$ cat config.mk
export PLATFORM = sky130hd
export DESIGN_NAME = fwd_bypass_net_flat
export DESIGN_NICKNAME = d
export VERILOG_FILES = /design/src/rtl/fwd_bypass_if.sv /design/src/rtl/fwd_bypass_net.sv /design/src/flat_wrapper.sv
export SDC_FILE = /design/constraint.sdc
export NUM_CORES = 1
export LEC_CHECK = 0
export CAP_MARGIN = 20
export CORE_UTILIZATION = 38
export DETAILED_ROUTE_END_ITERATION = 8
export PLACE_DENSITY = 0.84
export SETUP_SLACK_MARGIN = 0.2
export SLEW_MARGIN = 20
export SYNTH_ARGS = -nofsm -noshare
export SYNTH_HDL_FRONTEND = slang
export SYNTH_SLANG_ARGS = --single-unit
$ cat constraint.sdc
create_clock -name clk -period 3.5 [get_ports clk]
set_input_delay 0.7 -clock clk [delete_from_list [all_inputs] [get_ports clk]]
set_output_delay 0.7 -clock clk [all_outputs]
set_load 0.005 [all_outputs]
$ cat src/rtl/fwd_bypass_if.sv
// Decode-side bundle for the ID-stage operand bypass network: issue info, lookups and results.
// The master modport is the decode stage; the slave modport is the bypass network itself.
interface fwd_bypass_if #(
   parameter int unsigned DATA_W  = 32,
   parameter int unsigned REG_AW  = 5,
   parameter int unsigned DEPTH   = 3,
   parameter int unsigned NUM_SRC = 2
);
   logic                        issue_valid;
   logic                        issue_we;
   logic [REG_AW-1:0]           issue_dst;
   logic                        issue_late;
   logic                        flush;
   logic [NUM_SRC*REG_AW-1:0]   src_addr;
   logic [NUM_SRC*DATA_W-1:0]   rf_data;
   logic [DEPTH*DATA_W-1:0]     stage_data;
   logic [NUM_SRC*DATA_W-1:0]   opnd_data;
   logic [NUM_SRC-1:0]          fwd_hit;
   logic                        stall;

   modport master (
      output issue_valid, issue_we, issue_dst, issue_late, flush,
      output src_addr, rf_data, stage_data,
      input  opnd_data, fwd_hit, stall
   );

   modport slave (
      input  issue_valid, issue_we, issue_dst, issue_late, flush,
      input  src_addr, rf_data, stage_data,
      output opnd_data, fwd_hit, stall
   );
endinterface

$ cat src/rtl/fwd_bypass_net.sv
// ID-stage operand bypass: shift-register scoreboard of in-flight writes, youngest-match forwarding
// and decode stall on not-yet-ready producers. Define FWD_BYPASS_STATS_EN for usage counters.
module fwd_bypass_net #(
   parameter int unsigned DATA_W   = 32,
   parameter int unsigned REG_AW   = 5,
   parameter int unsigned DEPTH    = 3,
   parameter int unsigned NUM_SRC  = 2,
   parameter int unsigned LATE_LAT = 1
) (
   input  logic                clk,
   input  logic                rst_n,
   fwd_bypass_if.slave         bus
`ifdef FWD_BYPASS_STATS_EN
   ,
   output logic [31:0]         stat_fwd_cnt,
   output logic [31:0]         stat_stall_cnt
`endif
);

   // LATE_LAT == 0 still needs a 1-bit counter field to keep the struct legal.
   localparam int unsigned CntW = (LATE_LAT > 0) ? $clog2(LATE_LAT + 1) : 1;

   typedef struct packed {
      logic              vld;
      logic [REG_AW-1:0] dst;
      logic [CntW-1:0]   cnt;
   } entry_t;

   entry_t [DEPTH-1:0]         ent_q, ent_d;

   logic [NUM_SRC-1:0]         blocked;
   logic [NUM_SRC-1:0]         hit;
   logic [NUM_SRC*DATA_W-1:0]  opnd;
   logic                       stall;
   logic                       load_en;

   logic [REG_AW-1:0]          src   [NUM_SRC];
   logic                       found [NUM_SRC];
   logic                       rdy   [NUM_SRC];
   logic [DATA_W-1:0]          fwd_val [NUM_SRC];

   // Lookup: scan oldest to youngest so the youngest match overwrites the others.
   always_comb begin
      blocked = '0;
      hit     = '0;
      opnd    = '0;
      for (int i = 0; i < NUM_SRC; i++) begin
         src[i]     = bus.src_addr[i*REG_AW +: REG_AW];
         found[i]   = 1'b0;
         rdy[i]     = 1'b0;
         fwd_val[i] = '0;
         for (int k = DEPTH - 1; k >= 0; k--) begin
            if (ent_q[k].vld && (ent_q[k].dst == src[i]) && (src[i] != '0)) begin
               found[i]   = 1'b1;
               rdy[i]     = (ent_q[k].cnt == '0);
               fwd_val[i] = bus.stage_data[k*DATA_W +: DATA_W];
            end
         end
         if (found[i] && rdy[i]) begin
            opnd[i*DATA_W +: DATA_W] = fwd_val[i];
            hit[i]                   = 1'b1;
         end else begin
            opnd[i*DATA_W +: DATA_W] = bus.rf_data[i*DATA_W +: DATA_W];
            blocked[i]               = found[i];
         end
      end
   end

   assign stall = bus.issue_valid && (|blocked);

   always_comb begin
      bus.opnd_data = opnd;
      bus.fwd_hit   = hit;
      bus.stall     = stall;
   end

   assign load_en = bus.issue_valid && bus.issue_we && !stall && !bus.flush &&
                    (bus.issue_dst != '0);

   // Stages past decode never stall; a stalled or non-writing issue becomes a bubble.
   always_comb begin
      ent_d = '0;
      for (int k = DEPTH - 1; k >= 1; k--) begin
         ent_d[k].vld = ent_q[k-1].vld && !bus.flush;
         ent_d[k].dst = ent_q[k-1].dst;
         ent_d[k].cnt = (ent_q[k-1].cnt == '0) ? '0 : ent_q[k-1].cnt - CntW'(1);
      end
      if (load_en) begin
         ent_d[0].vld = 1'b1;
         ent_d[0].dst = bus.issue_dst;
         ent_d[0].cnt = bus.issue_late ? CntW'(LATE_LAT) : '0;
      end
   end

   always_ff @(posedge clk or negedge rst_n) begin
      if (!rst_n) begin
         ent_q <= '0;
      end else begin
         ent_q <= ent_d;
      end
   end

`ifdef FWD_BYPASS_STATS_EN
   logic [31:0] stat_fwd_q, stat_fwd_d;
   logic [31:0] stat_stall_q, stat_stall_d;
   logic [31:0] fwd_add;
   logic [32:0] fwd_sum;

   always_comb begin
      fwd_add = '0;
      for (int i = 0; i < NUM_SRC; i++) begin
         fwd_add = fwd_add + {31'd0, hit[i]};
      end
      fwd_sum    = {1'b0, stat_fwd_q} + {1'b0, fwd_add};
      stat_fwd_d = stat_fwd_q;
      if (bus.issue_valid && !stall) begin
         stat_fwd_d = fwd_sum[32] ? 32'hFFFF_FFFF : fwd_sum[31:0];
      end
      stat_stall_d = stat_stall_q;
      if (stall && (stat_stall_q != 32'hFFFF_FFFF)) begin
         stat_stall_d = stat_stall_q + 32'd1;
      end
   end

   always_ff @(posedge clk or negedge rst_n) begin
      if (!rst_n) begin
         stat_fwd_q   <= '0;
         stat_stall_q <= '0;
      end else begin
         stat_fwd_q   <= stat_fwd_d;
         stat_stall_q <= stat_stall_d;
      end
   end

   assign stat_fwd_cnt   = stat_fwd_q;
   assign stat_stall_cnt = stat_stall_q;
`endif

endmodule

$ cat src/flat_wrapper.sv
// flat-port wrapper written by rule: the top's interface ports become plain ports
module fwd_bypass_net_flat 
#(
   parameter int unsigned DATA_W   = 32,
   parameter int unsigned REG_AW   = 5,
   parameter int unsigned DEPTH    = 3,
   parameter int unsigned NUM_SRC  = 2,
   parameter int unsigned LATE_LAT = 1
)
  (clk, rst_n, bus_issue_valid, bus_issue_we, bus_issue_dst, bus_issue_late, bus_flush, bus_src_addr, bus_rf_data, bus_stage_data, bus_opnd_data, bus_fwd_hit, bus_stall);
  fwd_bypass_if #(.DATA_W(DATA_W), .REG_AW(REG_AW), .DEPTH(DEPTH), .NUM_SRC(NUM_SRC)) bus_i ();
  input  logic clk;
  input  logic rst_n;
  input wire logic [$bits(bus_i.issue_valid)-1:0] bus_issue_valid;
  input wire logic [$bits(bus_i.issue_we)-1:0] bus_issue_we;
  input wire logic [$bits(bus_i.issue_dst)-1:0] bus_issue_dst;
  input wire logic [$bits(bus_i.issue_late)-1:0] bus_issue_late;
  input wire logic [$bits(bus_i.flush)-1:0] bus_flush;
  input wire logic [$bits(bus_i.src_addr)-1:0] bus_src_addr;
  input wire logic [$bits(bus_i.rf_data)-1:0] bus_rf_data;
  input wire logic [$bits(bus_i.stage_data)-1:0] bus_stage_data;
  output wire logic [$bits(bus_i.opnd_data)-1:0] bus_opnd_data;
  output wire logic [$bits(bus_i.fwd_hit)-1:0] bus_fwd_hit;
  output wire logic [$bits(bus_i.stall)-1:0] bus_stall;
  assign bus_i.issue_valid = bus_issue_valid;
  assign bus_i.issue_we = bus_issue_we;
  assign bus_i.issue_dst = bus_issue_dst;
  assign bus_i.issue_late = bus_issue_late;
  assign bus_i.flush = bus_flush;
  assign bus_i.src_addr = bus_src_addr;
  assign bus_i.rf_data = bus_rf_data;
  assign bus_i.stage_data = bus_stage_data;
  assign bus_opnd_data = bus_i.opnd_data;
  assign bus_fwd_hit = bus_i.fwd_hit;
  assign bus_stall = bus_i.stall;
  fwd_bypass_net #(.DATA_W(DATA_W), .REG_AW(REG_AW), .DEPTH(DEPTH), .NUM_SRC(NUM_SRC), .LATE_LAT(LATE_LAT)) u_core (.clk(clk), .rst_n(rst_n), .bus(bus_i));
endmodule
==> summary.txt <==
Critical path
  – Setup CP Type: primary input to primary output
  – Crit path required time: 2.80 ns
  – Startpoint Class: primary input
  – Worst setup EP type: primary output
  – Crit-path cells: buf_6 -> or4_4 -> o211ai_4 -> nor2_4 -> o31a_4 -> buf_6 -> buf_6 -> buf_16 -> mux2_4 -> buf_6
  – CP startpoint: bus_src_addr[4]
  – Max incr delay on CP: 0.57 ns
  – Worst path arrival time: 2.90 ns
  – CP Max Fanout: 4
  – Top cell by count, worst path: buf_6
  – FF-to-FF Start: u_core.ent_d[9]$_DFF_PN0_
  – Slowest CP cell: or4_4

Placement
  – I/O Buffers: 247
  – Routability congestion estimate: 0.884
  – DP Area: 6710 sq um
  – DP Wirelength: 12.2 mm
  – Placed cells: 876

Routing
  – Via density: 5.99
  – WL/cell: 20.5 microns
  – DR pass1 iterations: 5
  – Final ANT Viol Nets: 0
  – Routed WL: 18.9 mm
  – Drt drc: 0
  – Vias: 5,532
  – DRT iter0 DRCs: 395

Die
  – FP Rows: 36
  – IO Count: 248
  – Area of the core: 9730 sq um
  – Die Ht: 102 microns
  – Initial Utilization: 39.0%
  – Die area: 10,400 sq um
  – Chip width: 102 microns

Cells and area
  – Non-Filler Instances: 923
  – Number of antenna diodes: 0
  – Layout Nets: 972
  – Area delta synth->final: 102%
  – Share of layout cells above drive strength 1: 33.2%
  – Util after Layout: 78.6%
  – Final Cell Area: 7650 sq um

Power and ir drop
  – Power Density: 134 nW/um^2
  – Leak: 3.03 nW
  – Peak VDD IR: 216 uV

Global routing
  – Total track usage: 34.5%
  – Grt total ovfl: 0
  – Largest net degree at the start of global routing: 43
  – Vias in the first global route: 5,601
  – Initial antenna violation count: 0
  – Global-route wire length before repair: 27.8 mm

Clock network
  – Skew-Pair Late Insertion Delay: 0.25 ns
  – CTS Buf Count: 3
  – CTS tree: done
  – Root buf cell: clkbuf_8
  – Clock sink count: 19
  – Clk pin slew, worst setup/hold paths: 0.07 ns
  – Clock buffer depth: 2
  – H-tree depth: 1

Timing
  – Final setup vio count: 36
  – Worst clock skew: 0.00166 ns
  – Fin crit share: 103%
  – RSZ-0062 raised after global routing: yes
  – Total Neg Setup Slack: -2.65 ns
  – Post-layout min period: 3.60 ns
  – Slew Limit Headroom: 47.8%
  – Final WS setup: -0.105 ns
  – Least-Margin Pin Slew: 0.781 ns
  – Slew Limit Fails: 0
  – Final Hold Viols: 0
  – Fmax: 0.277 GHz

Flow run
  – Maximum Capacitance Violations: 0

Logic synthesis
  – Largest area contributor in the netlist: mux2_4
  – Number of distinct library cells after synthesis: 32
  – Syn_area_per_cell: 7.58 sq um
  – Synth warnings: 0
  – Post-synthesis sequential area ratio: 12.5%
  – Gate Count Post-Synth: 500
  – Syn Nets: 681
  – Top-area cell type share of the netlist area: 23.0%
  – Netlist Area Pre-Place: 3790 sq um
  – Top cells by area, synth: mux2_4, dfrtp_1, a31oi_1
  – Post-synthesis register bit count: 19

Status
  – Failing checks: negative setup slack
  – Status: complete, but fails checks

Hold path
  – Min-Delay Path Class: register to register
  – Hold path start: u_core.ent_d[18]$_DFF_PN0_
## timing repair
| action | CTS | global route |
|---|---|---|
| hold buffers | 0 | 0 |
| cloned | 9 | 0 |
| pin swaps | 15 | 10 |
| setup endpoints to repair | 67 | 67 |
| hold endpoints to repair | 0 | 0 |
| resized for setup | 395 | 29 |
| buffers inserted | 31 | 3 |
## power by group
group / leakage, nW / switching (mW) / total [mW] / internal (mW)
Combinational: 2.75 / 0.236 / 0.645 / 0.409
Clock: 0.0217 / 0.0673 / 0.147 / 0.0799
Sequential: 0.261 / 0.00745 / 0.233 / 0.225
## state kept, by name, summed over array words and instances, names as in the netlist
signal	count
u_core.ent_d	10
u_core.ent_q	9
## per-stage QoR
stage / power [mW] / setup slack (ns) / hold slack (ns)
finish: 1.03 / -0.105 / 0.446
global route: 1.08 / -0.134 / 0.473
CTS: 1.00 / -0.0749 / 0.449
detailed placement: 0.821 / -0.625 / 0.432
global placement: 0.809 / -0.566 / 0.431
floorplan: 0.428 / 0.281 / 0.404
## critical path: cells and delay by family
| kind | cells | cell delay, ns |
|---|---|---|
| and+or+nand+nor | 2 | 0.63 |
| muxes | 1 | 0.31 |
| buffers and inverters | 5 | 0.62 |
| AOI/OAI and AO/OA | 2 | 0.64 |
## logic make-up (layout without fill, tap and decap cells)
group | after synthesis | after routing | share of synthesized area (%)
and+or+nand+nor | 162 | 162 | 23.8
AOI/OAI and AO/OA | 136 | 136 | 21.3
buffers and inverters | 89 | 379 | 10.7
muxes | 64 | 64 | 24.8
xor gates and xnor gates | 30 | 30 | 6.93
DFF | 19 | 19 | 12.5
## cells in the final DEF, fill, tap and decap left out, types with 3 or more instances in the layout
cell type          n
clkdlybuf4s50_1  170
buf_6             87
mux2_4            64
nor3_1            63
o21ai_0           61
a31oi_1           59
buf_4             47
inv_1             33
or3_1             33
nand3_1           32
xnor2_1           21
dfrtp_1           19
buf_12            17
buf_16             9
xor2_1             7
nand4_1            5
nor3b_1            5
o211ai_4           3
nor2_1             3
nor2_2             3
a31oi_2            3
clkbuf_8           3
dlygate4sd2_1      3
buf_8              3
## area by class of cell
class,count,area (sq um)
fill,605,2080
multi-input combinational,392,3090
clock buffer,3,41.3
clock inverter,1,7.51
inverter,33,124
tap,133,166
timing repair buffer,342,3740
sequential,19,475
## routing by layer
| layer | routed length (microns) | track usage (%) |
|---|---|---|
| met5 | 0 | 0 |
| met4 | 1140 | 22.1 |
| met3 | 2070 | 6.43 |
| met2 | 9230 | 59.5 |
| met1 | 6510 | 39.2 |
## synth_stat cells
cell type   n
clkbuf_1   42
o21a_1      1
o211a_1     1
inv_1      33
or4_1       1
o21ai_0    63
nor2b_1     2
xor2_1      7
a31oi_1    63
and2_1      1
mux2_4     58
buf_6       8
buf_2       5
nand3_1    32
or4b_1      1
nor2_1      7
buf_4       1
mux2_1      6
o31a_1      3
nand4_1     5
or4_4       2
a21oi_1     1
or3_1      34
nor4b_1     2
nor4_1      2
nor3_1     65
nor3b_1     5
xnor2_1    23
nand3b_1    1
dfrtp_1    19
or2_1       2
o211ai_2    4
## final timing paths
kind / slack, ns / end / cells after the start
setup / recovery: -0.10 / bus_opnd_data[12] / 10
hold / removal: 0.45 / u_core.ent_q[18]$_DFF_PN0_ / 0
setup reg to reg: 1.32 / u_core.ent_q[0]$_DFF_PN0_ / 10
hold reg to reg: 0.45 / u_core.ent_q[18]$_DFF_PN0_ / 0
max in group asynchronous: 2.11 / u_core.ent_q[16]$_DFF_PN0_ / 1
min in group asynchronous: 0.91 / u_core.ent_d[10]$_DFF_PN0_ / 1
Note: power is estimated with default switching activity, not from simulation.
